**config.mk**
```make
export PLATFORM = sky130hd
export DESIGN_NAME = seq_detector
export DESIGN_NICKNAME = d
export VERILOG_FILES = /design/src/rtl/seq_det_pkg.sv /design/src/rtl/seq_det_counter.sv /design/src/rtl/seq_detector.sv
export SDC_FILE = /design/constraint.sdc
export NUM_CORES = 1
export LEC_CHECK = 0
export ABC_CLOCK_PERIOD_IN_PS = 900
export BUFFER_PORTS_ARGS = -buffer_cell sky130_fd_sc_hd__buf_2
export CAP_MARGIN = 20
export CORE_AREA = 2 2 39 41
export DETAILED_ROUTE_END_ITERATION = 8
export DIE_AREA = 0 0 41 43
export SETUP_SLACK_MARGIN = 0.15
export SLEW_MARGIN = 30
export SYNTH_ARGS = -nofsm -noshare
export SYNTH_HDL_FRONTEND = slang
export SYNTH_SLANG_ARGS = --single-unit
```
**constraint.sdc**
```tcl
create_clock -name clk -period 0.9 [get_ports clk]
set_clock_uncertainty 0.1 [all_clocks]
set_input_delay 0.18 -clock clk [delete_from_list [all_inputs] [get_ports clk]]
set_output_delay 0.18 -clock clk [all_outputs]
set_load 0.05 [all_outputs]
```
**src/rtl/seq_det_pkg.sv**
```systemverilog
// Shared types and elaboration-time helpers for the serial pattern detector.
// All functions are evaluated only on constants while building the next-state table.
package seq_det_pkg;

  localparam int unsigned MAX_W  = 16;
  localparam int unsigned SIDX_W = $clog2(MAX_W + 1);

  typedef logic [SIDX_W-1:0] state_idx_t;

  // Longest proper border: largest k < w whose k-bit prefix equals the k-bit suffix.
  function automatic state_idx_t border_len(logic [MAX_W-1:0] pattern, int unsigned w);
    state_idx_t res;
    logic       ok;
    res = '0;
    for (int unsigned k = 1; k < MAX_W; k++) begin
      if (k < w) begin
        ok = 1'b1;
        for (int unsigned i = 0; i < MAX_W; i++) begin
          if (i < k) begin
            if (pattern[w-1-i] != pattern[k-1-i]) ok = 1'b0;
          end
        end
        if (ok) res = state_idx_t'(k);
      end
    end
    return res;
  endfunction

  // For s < w: longest suffix of (prefix_s, b) that is also a pattern prefix.
  function automatic state_idx_t next_state(logic [MAX_W-1:0] pattern, int unsigned w,
                                            int unsigned s, logic b);
    state_idx_t  res;
    logic        ok;
    logic        chr;
    int unsigned pos;
    res = '0;
    for (int unsigned k = 1; k <= MAX_W; k++) begin
      if (k <= s + 1) begin
        ok = 1'b1;
        for (int unsigned i = 0; i < MAX_W; i++) begin
          if (i < k) begin
            pos = s + 1 - k + i;
            chr = (pos == s) ? b : pattern[w-1-pos];
            if (pattern[w-1-i] != chr) ok = 1'b0;
          end
        end
        if (ok) res = state_idx_t'(k);
      end
    end
    return res;
  endfunction

endpackage

```
**src/rtl/seq_det_counter.sv**
```systemverilog
// Saturating hit counter; clear wins over a simultaneous increment.
module seq_det_counter #(
  parameter int unsigned CW = 8
) (
  input  logic          clk,
  input  logic          rst,
  input  logic          inc,
  input  logic          clr,
  output logic [CW-1:0] cnt
);

  logic [CW-1:0] cnt_q, cnt_d;

  always_comb begin
    cnt_d = cnt_q;
    if (clr) begin
      cnt_d = '0;
    end else if (inc && (cnt_q != {CW{1'b1}})) begin
      cnt_d = cnt_q + CW'(1);
    end
  end

  always_ff @(posedge clk) begin
    if (rst) cnt_q <= '0;
    else     cnt_q <= cnt_d;
  end

  assign cnt = cnt_q;

endmodule

```
**src/rtl/seq_detector.sv**
```systemverilog
// Moore serial pattern detector driven by an elaboration-time (W+1)x2 next-state table.
// Optional saturating hit counter and match_cnt port under SEQ_DETECTOR_COUNT_EN.
module seq_detector
  import seq_det_pkg::*;
#(
  parameter int unsigned     W       = 4,
  parameter logic [W-1:0]    PATTERN = 4'b1011,
  parameter bit              OVERLAP = 1'b1,
  parameter int unsigned     CW      = 8
) (
  input  logic                   clk,
  input  logic                   rst,
  input  logic                   en,
  input  logic                   din,
  input  logic                   clr_cnt,
  output logic                   match,
  output logic [$clog2(W+1)-1:0] progress
`ifdef SEQ_DETECTOR_COUNT_EN
  ,
  output logic [CW-1:0]          match_cnt
`endif
);

  localparam int unsigned SW     = $clog2(W + 1);
  localparam state_idx_t  Border = border_len(MAX_W'(PATTERN), W);

  logic [SW-1:0] state_q, state_d;
  logic [SW-1:0] nxt_zero [W+1];
  logic [SW-1:0] nxt_one  [W+1];

  // From the full-match state, restart at the border (overlap) or from scratch.
  for (genvar s = 0; s <= W; s++) begin : g_tbl
    localparam int unsigned Src = (s == W) ? (OVERLAP ? int'(Border) : 0) : s;
    assign nxt_zero[s] = SW'(next_state(MAX_W'(PATTERN), W, Src, 1'b0));
    assign nxt_one[s]  = SW'(next_state(MAX_W'(PATTERN), W, Src, 1'b1));
  end

  always_ff @(posedge clk) begin
    if (rst) state_q <= '0;
    else     state_q <= state_d;
  end

  always_comb begin
    state_d = state_q;
    if (en) begin
      state_d = din ? nxt_one[state_q] : nxt_zero[state_q];
    end
  end

  always_comb begin
    match    = (state_q == SW'(W));
    progress = state_q;
  end

`ifdef SEQ_DETECTOR_COUNT_EN
  logic cnt_inc;
  assign cnt_inc = en && (state_d == SW'(W));

  seq_det_counter #(
    .CW (CW)
  ) u_cnt (
    .clk (clk),
    .rst (rst),
    .inc (cnt_inc),
    .clr (clr_cnt),
    .cnt (match_cnt)
  );
`else
  // Counter absent: clr_cnt and CW are intentionally unused.
  logic                 unused_clr_cnt;
  localparam int unsigned unused_cw = CW;
  assign unused_clr_cnt = clr_cnt;
`endif

endmodule
```
==> flow_summary.ini <==
[synth]
synth-xor-area-share = 0
ys_seq_area_frac = 0.432
synth_fa_ha_area_frac = 0
synthSimpleGateAreaFrac = 0.315
syn-num-nets = 22
syn_area_um2 = 139
ys_warn_count = 0
syn-instance-count = 17
yosys-top-cells-area = dfxtp_1, nor3b_1, a21oi_1
synth.top_cell.area_share = 0.432
yosys.area.top_type = dfxtp_1
synth_top_family_by_area = simple AND/OR/NAND/NOR gates
synth_mux_area_frac = 0
synth-compound-area-share = 0.225
synth_seq_cells = 3
avgSynthCellArea_um2 = 8.17
post_synth_num_cell_types = 11

[setup_path]
crit_chain = nor3b_4 -> buf_6
crit_type = reg2out
cp.required_ns = 0.62
arrival_ns = 0.94
worst_path_max_delay_cell = dfxtp_4
path_max_fanout = 2
r2r-start = progress[2]
startpoint_type = flip-flop
r2r-end = progress[2]
critical-path-max-stage-delay_ns = 0.34
reg2regPathDepth = 5
worst-r2r-setup-slack_ns = -0.29
endpoint_kind = primary output

[floorplan]
die-area_um2 = 1760
die_w_um = 41
fp.dieH_um = 43
row_count = 14
core-area_um2 = 1380
initial_core_util = 0.100
io_pins = 9

[timing]
fmax_ghz = 0.820
finalCritPeriodShare = 1.36
worst_slack_ns = -0.320
hold_viol_final = 0
maxSlewHeadroom = 0.874
rsz0062_at_grt = yes
hold_ws_ns = 0.0340
final.setup.tns_ns = -1.70
fin_crit_ns = 1.22
tightest_slew_ns = 0.188
drv_slew = 0
setup-violations-final = 7

[cells_and_area]
area_growth_pct = 193
mostFrequentLayoutCell = buf_6
fin_cells = 55
layout_common_cells = buf_6, buf_4, clkbuf_4, buf_2, dfxtp_4
largest_reg_flops = 3
diodes = 0
nNetsFinal = 45
stdcell_area_um2 = 407
layout-drive-gt1-share = 0.795

[clock_network]
cts.path.max_buffers = 2
insertion_delay_ns = 0.23
cts-buffers-inserted = 3
root_buffer = clkbuf_4
holdBufCountCts = 0
cts_sinks = 3
htree_num_levels = 1
clk_pin_slew_ns = 0.04
cts_tree = built

[placement]
dp_cells = 46
port_buffers = 7
dp_hpwl_um = 333
gp_congestion = 0.671
place_area_um2 = 264
dp_slack_ns = -0.168

[drt]
antenna_left = 0
vias = 212
wirelength_um = 656
drt-initial-drc-count = 1
wl_per_cell_um = 11.9
post-route-drc-count = 0
via_per_inst = 3.85
dr.pass1.iters = 2

[run]
cap_violations = 0

[global_routing]
antenna_found_initial = 0
grt_pass1_wl_um = 738
grt_pass1_vias = 209
grt_max_degree = 6
grt_use_total = 0.0681
grt_overflow = 0

[power]
power_density_nw_per_um2 = 1140
leakagePower_nw = 0.184
vdd_drop_max_mv = 0.285

[min_path]
worstHoldStart = rst
hp-class = in2reg
holdPathStages = 2
holdPathEnd = progress[1]

[status]
failed_checks = negative setup slack
status = finished with violations
## cells in the mapped netlist
| cell type | number |
|---|---|
| inv_2 | 1 |
| nand3b_1 | 1 |
| o211ai_1 | 1 |
| nor3b_1 | 2 |
| a2bb2oi_1 | 1 |
| nor2_1 | 2 |
| a21oi_1 | 2 |
| dfxtp_1 | 3 |
| o21ai_0 | 1 |
| nand2_1 | 2 |
| or3_1 | 1 |
## final cells by class
cell class | count | area, µm²
flip-flops and latches | 3 | 71.3
fillers | 162 | 977
multi-input cells | 13 | 113
inverters | 1 | 3.75
clock buffers | 4 | 26.3
well taps | 16 | 20.0
repair buffers | 18 | 173
## report_power, final
part	internal, mW	switching (mW)
sequential	0.131	0.00537
clock	0.166	0.0690
combinational	0.0503	0.0438
## layer usage
layer	vias up	wire, µm	share of wire	track usage
li1	105	-	-	-
met1	103	177	0.27	0.0575
met2	4	464	0.71	0.100
met3	0	14	0.021	0.0157
met4	0	0	0	0.100
met5	-	0	0	0
## cells by family after synthesis
logic type / after synthesis
compound gates: 5
flops: 3
simple gates: 8
buf+inv: 1
## worst max path at each step
stage,startpoint,cells past startpoint,slack [ns],end
floorplan,progress[2],1,-0.35,match
global placement,progress[0],2,-0.15,match
detailed placement,progress[2],4,-0.17,progress[1]
CTS,progress[1],2,-0.33,match
global route,progress[1],2,-0.37,match
finish,progress[1],2,-0.32,match
## stage by stage
stage | power [mW] | utilization
2_1_floorplan | 0.164 | -
3_3_place_gp | 0.194 | 0.191
3_5_place_dp | 0.196 | 0.191
4_1_cts | 0.450 | 0.231
5_1_grt | 0.493 | 0.294
6_report | 0.466 | 0.294
## critical path: cells and delay by family, from the launching register on
family,cells,cell delay [ns]
buffers and inverters,1,0.18
flip-flops,1,0.34
AND/OR/NAND/NOR,1,0.19
## what timing repair did
action                     in CTS  in global routing
setup endpoints to repair       7                  7
pin swaps                       1                  5
buffers inserted                0                  5
resized for setup               9                 13
(Power assumes the default switching activity.)
